==> config.mk <==
export PLATFORM = sky130hd
export DESIGN_NAME = pipe_stage_reg
export DESIGN_NICKNAME = d
export VERILOG_FILES = /design/src/rtl/pipe_pkg.sv /design/src/rtl/pipe_stat_ctr.sv /design/src/rtl/pipe_stage_reg.sv
export SDC_FILE = /design/constraint.sdc
export NUM_CORES = 1
export LEC_CHECK = 0
export CORE_MARGIN = 2
export CORE_UTILIZATION = 43
export DETAILED_ROUTE_END_ITERATION = 10
export PLACE_DENSITY = 0.86
export SYNTH_ARGS = -nofsm -noshare
export SYNTH_HDL_FRONTEND = slang
export SYNTH_SLANG_ARGS = --single-unit
export TNS_END_PERCENT = 30
==> constraint.sdc <==
create_clock -name clk -period 2.4 [get_ports clk]
set_input_delay 0.36 -clock clk [delete_from_list [all_inputs] [get_ports clk]]
set_output_delay 0.36 -clock clk [all_outputs]
set_load 0.005 [all_outputs]
==> src/rtl/pipe_pkg.sv <==
// Shared types and constants for the pipeline stage register family.
package pipe_pkg;

  typedef enum logic [1:0] {
    ST_EMPTY = 2'd0,
    ST_ONE   = 2'd1,
    ST_TWO   = 2'd2
  } pipe_state_e;

  localparam int unsigned PIPE_CTRL_W = 8;
  localparam int unsigned PIPE_DATA_W = 111;
  localparam int unsigned PIPE_STAT_W = 16;

  // Decode->Execute control field layout within in_ctrl
  localparam int unsigned DE_REGWRITE   = 7;
  localparam int unsigned DE_MEMTOREG   = 6;
  localparam int unsigned DE_MEMWRITE   = 5;
  localparam int unsigned DE_ALUSRC     = 4;
  localparam int unsigned DE_REGDST     = 3;
  localparam int unsigned DE_ALUCTRL_HI = 2;
  localparam int unsigned DE_ALUCTRL_LO = 0;

  function automatic logic state_has_room(input pipe_state_e s);
    return (s != ST_TWO);
  endfunction

endpackage

==> src/rtl/pipe_stat_ctr.sv <==
// Generic saturating event counter; holds at all-ones, cleared only by reset.
module pipe_stat_ctr
  import pipe_pkg::*;
#(
  parameter int unsigned W = PIPE_STAT_W
) (
  input  logic         clk,
  input  logic         rst_n,
  input  logic         inc,
  output logic [W-1:0] cnt
);

  localparam logic [W-1:0] INC_ONE = {{(W-1){1'b0}}, 1'b1};

  always_ff @(posedge clk or negedge rst_n) begin
    if (!rst_n) begin
      cnt <= '0;
    end else if (inc && (cnt != '1)) begin
      cnt <= cnt + INC_ONE;
    end
  end

endmodule

==> src/rtl/pipe_stage_reg.sv <==
// Pipeline stage register with valid/ready handshake, flush-to-bubble and bubble statistics.
// Define PIPE_SKID_EN for the two-entry skid buffer with registered in_ready.
module pipe_stage_reg
  import pipe_pkg::*;
#(
  parameter int unsigned CTRL_W = PIPE_CTRL_W,
  parameter int unsigned DATA_W = PIPE_DATA_W,
  parameter int unsigned STAT_W = PIPE_STAT_W
) (
  input  logic              clk,
  input  logic              rst_n,
  input  logic              flush,
  input  logic              in_valid,
  output logic              in_ready,
  input  logic [CTRL_W-1:0] in_ctrl,
  input  logic [DATA_W-1:0] in_data,
  output logic              out_valid,
  input  logic              out_ready,
  output logic [CTRL_W-1:0] out_ctrl,
  output logic [DATA_W-1:0] out_data,
  output logic [STAT_W-1:0] stat_bubbles
);

  logic bubble;
  assign bubble = out_ready && !out_valid;

  pipe_stat_ctr #(.W(STAT_W)) u_stat (
    .clk   (clk),
    .rst_n (rst_n),
    .inc   (bubble),
    .cnt   (stat_bubbles)
  );

`ifdef PIPE_SKID_EN
  // state    | meaning
  // ST_EMPTY | nothing held, out_valid=0
  // ST_ONE   | main entry valid, skid empty
  // ST_TWO   | main and skid valid, upstream blocked

  pipe_state_e       state_q, state_d;
  logic              in_ready_q, in_ready_d;
  logic [CTRL_W-1:0] main_ctrl_q, main_ctrl_d, skid_ctrl_q, skid_ctrl_d;
  logic [DATA_W-1:0] main_data_q, main_data_d, skid_data_q, skid_data_d;
  logic              accept, take;

  assign in_ready  = in_ready_q;
  assign out_valid = (state_q != ST_EMPTY);
  assign out_ctrl  = main_ctrl_q;
  assign out_data  = main_data_q;
  assign accept    = in_valid && in_ready_q;
  assign take      = out_valid && out_ready;

  always_ff @(posedge clk or negedge rst_n) begin
    if (!rst_n) begin
      state_q     <= ST_EMPTY;
      in_ready_q  <= 1'b1;
      main_ctrl_q <= '0;
      main_data_q <= '0;
      skid_ctrl_q <= '0;
      skid_data_q <= '0;
    end else begin
      state_q     <= state_d;
      in_ready_q  <= in_ready_d;
      main_ctrl_q <= main_ctrl_d;
      main_data_q <= main_data_d;
      skid_ctrl_q <= skid_ctrl_d;
      skid_data_q <= skid_data_d;
    end
  end

  always_comb begin
    state_d     = state_q;
    main_ctrl_d = main_ctrl_q;
    main_data_d = main_data_q;
    skid_ctrl_d = skid_ctrl_q;
    skid_data_d = skid_data_q;

    if (flush) begin
      state_d     = ST_EMPTY;
      main_ctrl_d = '0;
      main_data_d = '0;
      skid_ctrl_d = '0;
      skid_data_d = '0;
    end else begin
      unique case (state_q)
        ST_EMPTY: begin
          if (accept) begin
            main_ctrl_d = in_ctrl;
            main_data_d = in_data;
            state_d     = ST_ONE;
          end
        end
        ST_ONE: begin
          if (accept && take) begin
            main_ctrl_d = in_ctrl;
            main_data_d = in_data;
          end else if (accept) begin
            skid_ctrl_d = in_ctrl;
            skid_data_d = in_data;
            state_d     = ST_TWO;
          end else if (take) begin
            main_ctrl_d = '0;
            state_d     = ST_EMPTY;
          end
        end
        ST_TWO: begin
          // in_ready is low here, so only a take can move us
          if (take) begin
            main_ctrl_d = skid_ctrl_q;
            main_data_d = skid_data_q;
            skid_ctrl_d = '0;
            state_d     = ST_ONE;
          end
        end
        default: begin
          main_ctrl_d = '0;
          skid_ctrl_d = '0;
          state_d     = ST_EMPTY;
        end
      endcase
    end

    in_ready_d = state_has_room(state_d);
  end

`else
  logic              valid_q;
  logic [CTRL_W-1:0] ctrl_q;
  logic [DATA_W-1:0] data_q;

  assign in_ready  = out_ready || !valid_q;
  assign out_valid = valid_q;
  assign out_ctrl  = ctrl_q;
  assign out_data  = data_q;

  always_ff @(posedge clk or negedge rst_n) begin
    if (!rst_n) begin
      valid_q <= 1'b0;
      ctrl_q  <= '0;
      data_q  <= '0;
    end else if (flush) begin
      valid_q <= 1'b0;
      ctrl_q  <= '0;
      data_q  <= '0;
    end else if (in_valid && in_ready) begin
      valid_q <= 1'b1;
      ctrl_q  <= in_ctrl;
      data_q  <= in_data;
    end else if (out_ready && valid_q) begin
      // data keeps its last value; only ctrl must read as NOP
      valid_q <= 1'b0;
      ctrl_q  <= '0;
    end
  end
`endif

endmodule

======== Yosys cells after proc, flatten, opt, wreduce, memory -nomap -nowiden ========
Cells that the tools add are included.
storage, ports and cells
  bits in registers ....................... 136
  bits in latches ......................... 0
  RAM bits ................................ 0
  ROM bits ................................ 0
  input port bits ......................... 124
  output and inout bits ................... 137
  word-level logic and storage cells ...... 22
  memories kept ........................... 0
cells by class
  add/subtract/negate cells ............... 1
  multipliers ............................. 0
  div/mod/pow operators ................... 0
  order comparisons ....................... 0
  equal/unequal tests ..................... 1
  shift operators ......................... 0
  mux-type cells .......................... 8
  bitwise logic cells ..................... 0
  reduce and logical (&&, ||, !) cells .... 8
operators with widths
  cell                     count
  $mux W111                2
  $mux W8                  3
  $add A16 B1 Y16 const B  1
  $ne A16 B16 Y1 const B   1
  $logic_and A1 B1 Y1      4
  $mux W1                  3
  $reduce_bool A3 Y1       1
  $reduce_bool A2 Y1       1
  $logic_not A1 Y1         1
  $logic_or A1 B1 Y1       1

======== Longest topological paths before layout ========
  depth in word-level cells ............... 5
  gate-level depth with buffers ........... 6
  depth with buffers taken out ............ 5

======== By module ========
A second synthesis with hierarchy kept.
second synthesis, totals
  cell total of the unflattened synthesis .. 611
  area, all modules ....................... 6764.0 µm²
modules (own cells, without submodules)
  module          times used  cells an instance  area an instance (µm²)  seq. area each (µm²)
  pipe_stage_reg  1           539                5904.4                  3002.9
  pipe_stat_ctr   1           72                 859.6                   400.4

======== Worst setup path before layout ========
No wires, ideal clock.
  path type ............................... register to register
  from .................................... register u_stat.cnt[9]
  to ...................................... register u_stat.cnt[1]
  setup time .............................. 0.125 ns
  data arrival time ....................... 1.487 ns
  data required time ...................... 2.275 ns
  setup slack ............................. 0.788 ns
  cell stages (with the launch flop) ...... 5
  buffers on the path ..................... 0
  period minus slack after synthesis ...... 1.612 ns
  cell sequence ........................... dfrtp_1 -> nand4_4 -> nor4_4 -> nor3b_2 -> mux2_4
on the way
  word-level cells in the longest chain between the ends .. 2
RTL lines
  what                    line                 text
  start, declared         pipe_stat_ctr.sv:10  output logic [W-1:0] cnt
  start signal, assigned  pipe_stat_ctr.sv:19  cnt <= cnt + INC_ONE;
  $ne A16 B16 Y1          pipe_stat_ctr.sv:18  end else if (inc && (cnt != '1)) begin
  $logic_and A1 B1 Y1     pipe_stat_ctr.sv:18
No other way between the ends.
A chain may end at the register's enable or synchronous reset.

======== Worst setup path after layout ========
  from .................................... input out_ready
  to ...................................... output in_ready
on the way
  word-level cells in the longest chain between the ends .. 1
RTL lines
  what                line                   text
  start, declared     pipe_stage_reg.sv:18   input logic out_ready,
  $logic_or A1 B1 Y1  pipe_stage_reg.sv:131  assign in_ready = out_ready || !valid_q;
  end, declared       pipe_stage_reg.sv:14   output logic in_ready,
No other way between the ends.

==> flow_results.xml <==
<?xml version="1.0" encoding="UTF-8"?>
<metrics>
  <group name="global_route">
    <metric name="wire_length_of_the_first_global_routing_pass" unit="mm">23.7</metric>
    <metric name="grt_use_total" unit="">0.240</metric>
    <metric name="globalRoute.busiestLayer" unit="">met2</metric>
    <metric name="global_route.usage.met2" unit="">0.412</metric>
    <metric name="antenna_found_initial" unit="">0</metric>
    <metric name="first_global_vias" unit="">4333</metric>
    <metric name="aggregate_global_routing_overflow" unit="">0</metric>
    <metric name="grt_max_degree" unit="">72</metric>
    <metric name="use_met3" unit="">0.0670</metric>
    <metric name="grtUsageMet1" unit="">0.287</metric>
  </group>
  <group name="setup_path">
    <metric name="worst-setup-path-type" unit="">input port to output port</metric>
    <metric name="minimum_setup_slack_among_reg_to_reg_paths" unit="ns">0.46</metric>
    <metric name="worstPathMaxFanout" unit="">5</metric>
    <metric name="worstSetupStartpointType" unit="">input port</metric>
    <metric name="worst-r2r-cell-count" unit="">4</metric>
    <metric name="arrival_time_worst_endpoint" unit="ns">1.69</metric>
    <metric name="required_time_of_the_critical_path" unit="ns">2.04</metric>
    <metric name="kind_of_capture_point_of_the_worst_setup_path" unit="">output port</metric>
  </group>
  <group name="final_layout">
    <metric name="antennaDiodeCount" unit="">0</metric>
    <metric name="fillCellCount" unit="">743</metric>
    <metric name="post_route_cells_drive_above_1_share" unit="">0.0759</metric>
    <metric name="finalNetCount" unit="">733</metric>
    <metric name="multiInputGateArea" unit="sq um">1520</metric>
    <metric name="final-seq-area" unit="sq um">3400</metric>
    <metric name="layout-area-overhead-vs-synth" unit="%">68.4</metric>
  </group>
  <group name="yosys">
    <metric name="post_synth.cell_area_avg" unit="sq um">14.5</metric>
    <metric name="synth_area_leaders" unit="">dfrtp_1, a22o_1, xor2_1, buf_2, clkbuf_1</metric>
    <metric name="yosys.area.top_type_share" unit="">0.678</metric>
    <metric name="synth_cell_type_count" unit="">32</metric>
    <metric name="synth-seq-area-share" unit="">0.678</metric>
    <metric name="ys_seq_elements" unit="">136</metric>
    <metric name="synthesis.instances" unit="">346</metric>
    <metric name="mappedNetlistNets" unit="">471</metric>
    <metric name="ys_warn_count" unit="">0</metric>
    <metric name="syn-cell-area" unit="sq um">5020</metric>
    <metric name="synth_top_area_cell" unit="">dfrtp_1</metric>
  </group>
  <group name="pwr">
    <metric name="part_of_the_power_in_the_clock_network" unit="">0.431</metric>
    <metric name="powerDensity" unit="nW/um^2">751</metric>
    <metric name="power.total" unit="mW">6.35</metric>
    <metric name="p_switching" unit="mW">1.47</metric>
    <metric name="pwr-share-comb" unit="">0.152</metric>
    <metric name="power.leakage" unit="nW">3.82</metric>
    <metric name="netSwitchingFraction" unit="">0.232</metric>
    <metric name="sequentialPowerShare" unit="">0.417</metric>
    <metric name="ir_drop" unit="uV">370</metric>
    <metric name="power.internal" unit="mW">4.87</metric>
  </group>
  <group name="clocking">
    <metric name="insertion_delay" unit="ns">0.41</metric>
    <metric name="cts.sink_count" unit="">136</metric>
    <metric name="post_cts_resized" unit="">0</metric>
    <metric name="clk_path_buf_depth" unit="">2</metric>
    <metric name="cts_made_buffers" unit="">17</metric>
    <metric name="htree_levels" unit="">4</metric>
    <metric name="cts.hold.buffers_added" unit="">1</metric>
    <metric name="cts.root.buffer_cell" unit="">clkbuf_16</metric>
    <metric name="tritoncts" unit="">done</metric>
    <metric name="clock_transition_at_path_regs" unit="ns">0.06</metric>
    <metric name="cts_setup_buffers" unit="">0</metric>
  </group>
  <group name="sta">
    <metric name="setup_tns" unit="ns">0</metric>
    <metric name="final.hold.worst_slack" unit="ns">0.452</metric>
    <metric name="timing.slew.headroom" unit="">0.597</metric>
    <metric name="layout_worst_path_cycle_share" unit="">0.856</metric>
    <metric name="clock.fmax" unit="MHz">487</metric>
    <metric name="maxSlewViolCount" unit="">0</metric>
    <metric name="setup-violations-final" unit="">0</metric>
    <metric name="unrepaired_setup_endpoints_after_global_routing" unit="">no</metric>
    <metric name="worst_slew_pin_slew" unit="ns">0.600</metric>
    <metric name="report.final.hold_viol_count" unit="">0</metric>
    <metric name="layout_min_cycle_time" unit="ns">2.05</metric>
    <metric name="fin_worst_skew" unit="ns">0.00617</metric>
  </group>
  <group name="floorplan">
    <metric name="floorplan.io_pins" unit="">261</metric>
    <metric name="die_w" unit="um">112</metric>
    <metric name="y_dimension_of_the_die" unit="um">112</metric>
    <metric name="design.die.area" unit="sq um">12500</metric>
    <metric name="coreArea" unit="sq um">11400</metric>
    <metric name="rows" unit="">39</metric>
    <metric name="start_util" unit="">0.439</metric>
  </group>
  <group name="status">
    <metric name="result_of_the_run" unit="">finished clean</metric>
  </group>
  <group name="detailed_routing">
    <metric name="route.antenna.remaining_nets" unit="">0</metric>
    <metric name="remaining_drc_errors" unit="">0</metric>
    <metric name="wl_per_cell" unit="um">19.6</metric>
    <metric name="dr.first_iter.drc_count" unit="">308</metric>
    <metric name="post_drt_via_cell_ratio" unit="">5.40</metric>
    <metric name="totalWireLength" unit="mm">14.9</metric>
    <metric name="drt_pass1_iterations" unit="">4</metric>
    <metric name="detailroute.via_count" unit="">4113</metric>
  </group>
  <group name="place">
    <metric name="globalplace.congestion" unit="">0.862</metric>
    <metric name="portBuffers" unit="">260</metric>
    <metric name="dp_hpwl" unit="mm">10.2</metric>
  </group>
  <group name="job">
    <metric name="cap_violations" unit="">0</metric>
  </group>
  <group name="hold_path">
    <metric name="min-delay-path-class" unit="">input port to asynchronous set/reset pin</metric>
  </group>
</metrics>
[routing by layer]
metal / wire (um) / vias up
met1: 5720 / 2056
met4: 329 / 0
met3: 1070 / 24
met5: 0 / -
li1: - / 1851
met2: 7780 / 182
[area by class of cell]
| type | count | share of cell area |
|---|---|---|
| Clock buffer | 19 | 0.0536 |
| Clock inverter | 11 | 0.0206 |
| Inverter | 1 | 0.000444 |
| Multi-Input combinational cell | 184 | 0.180 |
| Sequential cell | 136 | 0.403 |
| Tap cell | 143 | 0.0212 |
| Timing Repair Buffer | 268 | 0.321 |
[cell usage in the layout (no fill, tap or decap), types with 2 or more instances in the layout]
master,instances
a22o_1,119
and2_1,2
and3_1,2
buf_12,4
buf_4,3
bufinv_16,4
clkbuf_16,17
clkbuf_8,2
clkdlybuf4s50_1,259
clkinvlp_4,6
dfrtp_1,136
nand2_1,9
nand4_1,5
nor2_1,6
nor3_1,7
xor2_1,13
[kinds of logic (layout without fill, tap and decap cells)]
family / count (synthesis) / after routing / share of synthesized area
muxes: 1 / 1 / 0.00299
buffers and inverters: 26 / 299 / 0.0222
xor gates and xnor gates: 13 / 13 / 0.0227
and+or+nand+nor: 46 / 46 / 0.0579
adders and majority gates: 1 / 1 / 0.00249
AOI/OAI and AO/OA: 123 / 123 / 0.213
DFF: 136 / 136 / 0.678
[state kept, by name, indices dropped and copies added, names as in the netlist]
| name | count |
|---|---|
| out_ctrl | 8 |
| out_valid | 1 |
| out_data | 111 |
| u_stat.cnt | 16 |
[final timing paths]
check,startpoint,endpoint
setup / recovery,out_ready,in_ready
hold / removal,rst_n,u_stat.cnt[7]
setup reg to reg,u_stat.cnt[12],u_stat.cnt[1]
hold reg to reg,u_stat.cnt[15],u_stat.cnt[15]
max in group asynchronous,rst_n,out_data[45]
min in group clk,u_stat.cnt[15],u_stat.cnt[15]
[synth_stat cells]
cell type and number:
a21boi_2 1, a21oi_1 2, a22o_1 119, and2_1 2
and3_1 2, and3_2 1, and3b_1 1, and4_1 1
and4b_1 1, buf_1 2, buf_2 11, clkbuf_1 12
dfrtp_1 136, ha_1 1, inv_1 1, mux2_4 1
nand2_1 9, nand2b_1 1, nand3_1 1, nand3b_1 1
nand4_1 5, nand4_4 1, nor2_1 7, nor3_1 7
nor3b_1 1, nor3b_2 1, nor4_1 1, nor4_4 1
nor4b_1 1, o21a_1 1, or3_2 1, xor2_1 13
[worst max-delay path, cell delays in order]
cell,delay (ns)
clkdlybuf4s50_1,0.53
nand2b_1,0.24
clkdlybuf4s50_1,0.56
[per-stage QoR]
step / util / std cells / area [sq um] / setup slack (ns)
2_1_floorplan: - / 346 / 5020 / 0.788
3_3_place_gp: 0.684 / 731 / 7810 / 0.307
3_5_place_dp: 0.684 / 731 / 7810 / 0.271
4_1_cts: 0.740 / 762 / 8450 / 0.345
5_1_grt: 0.740 / 762 / 8450 / 0.249
6_report: 0.740 / 762 / 8450 / 0.345
[power by group through the flow]
stage,Clock (mW),Combinational [mW],Sequential [mW]
final,2.74,0.964,2.64
after global routing,2.90,1.03,2.66
after global placement,0,0.938,2.66
after CTS,2.77,0.975,2.64
after detailed placement,0,0.961,2.67
after floorplan,0,0.261,2.65
No activity file was read; power rests on OpenSTA's default activity.
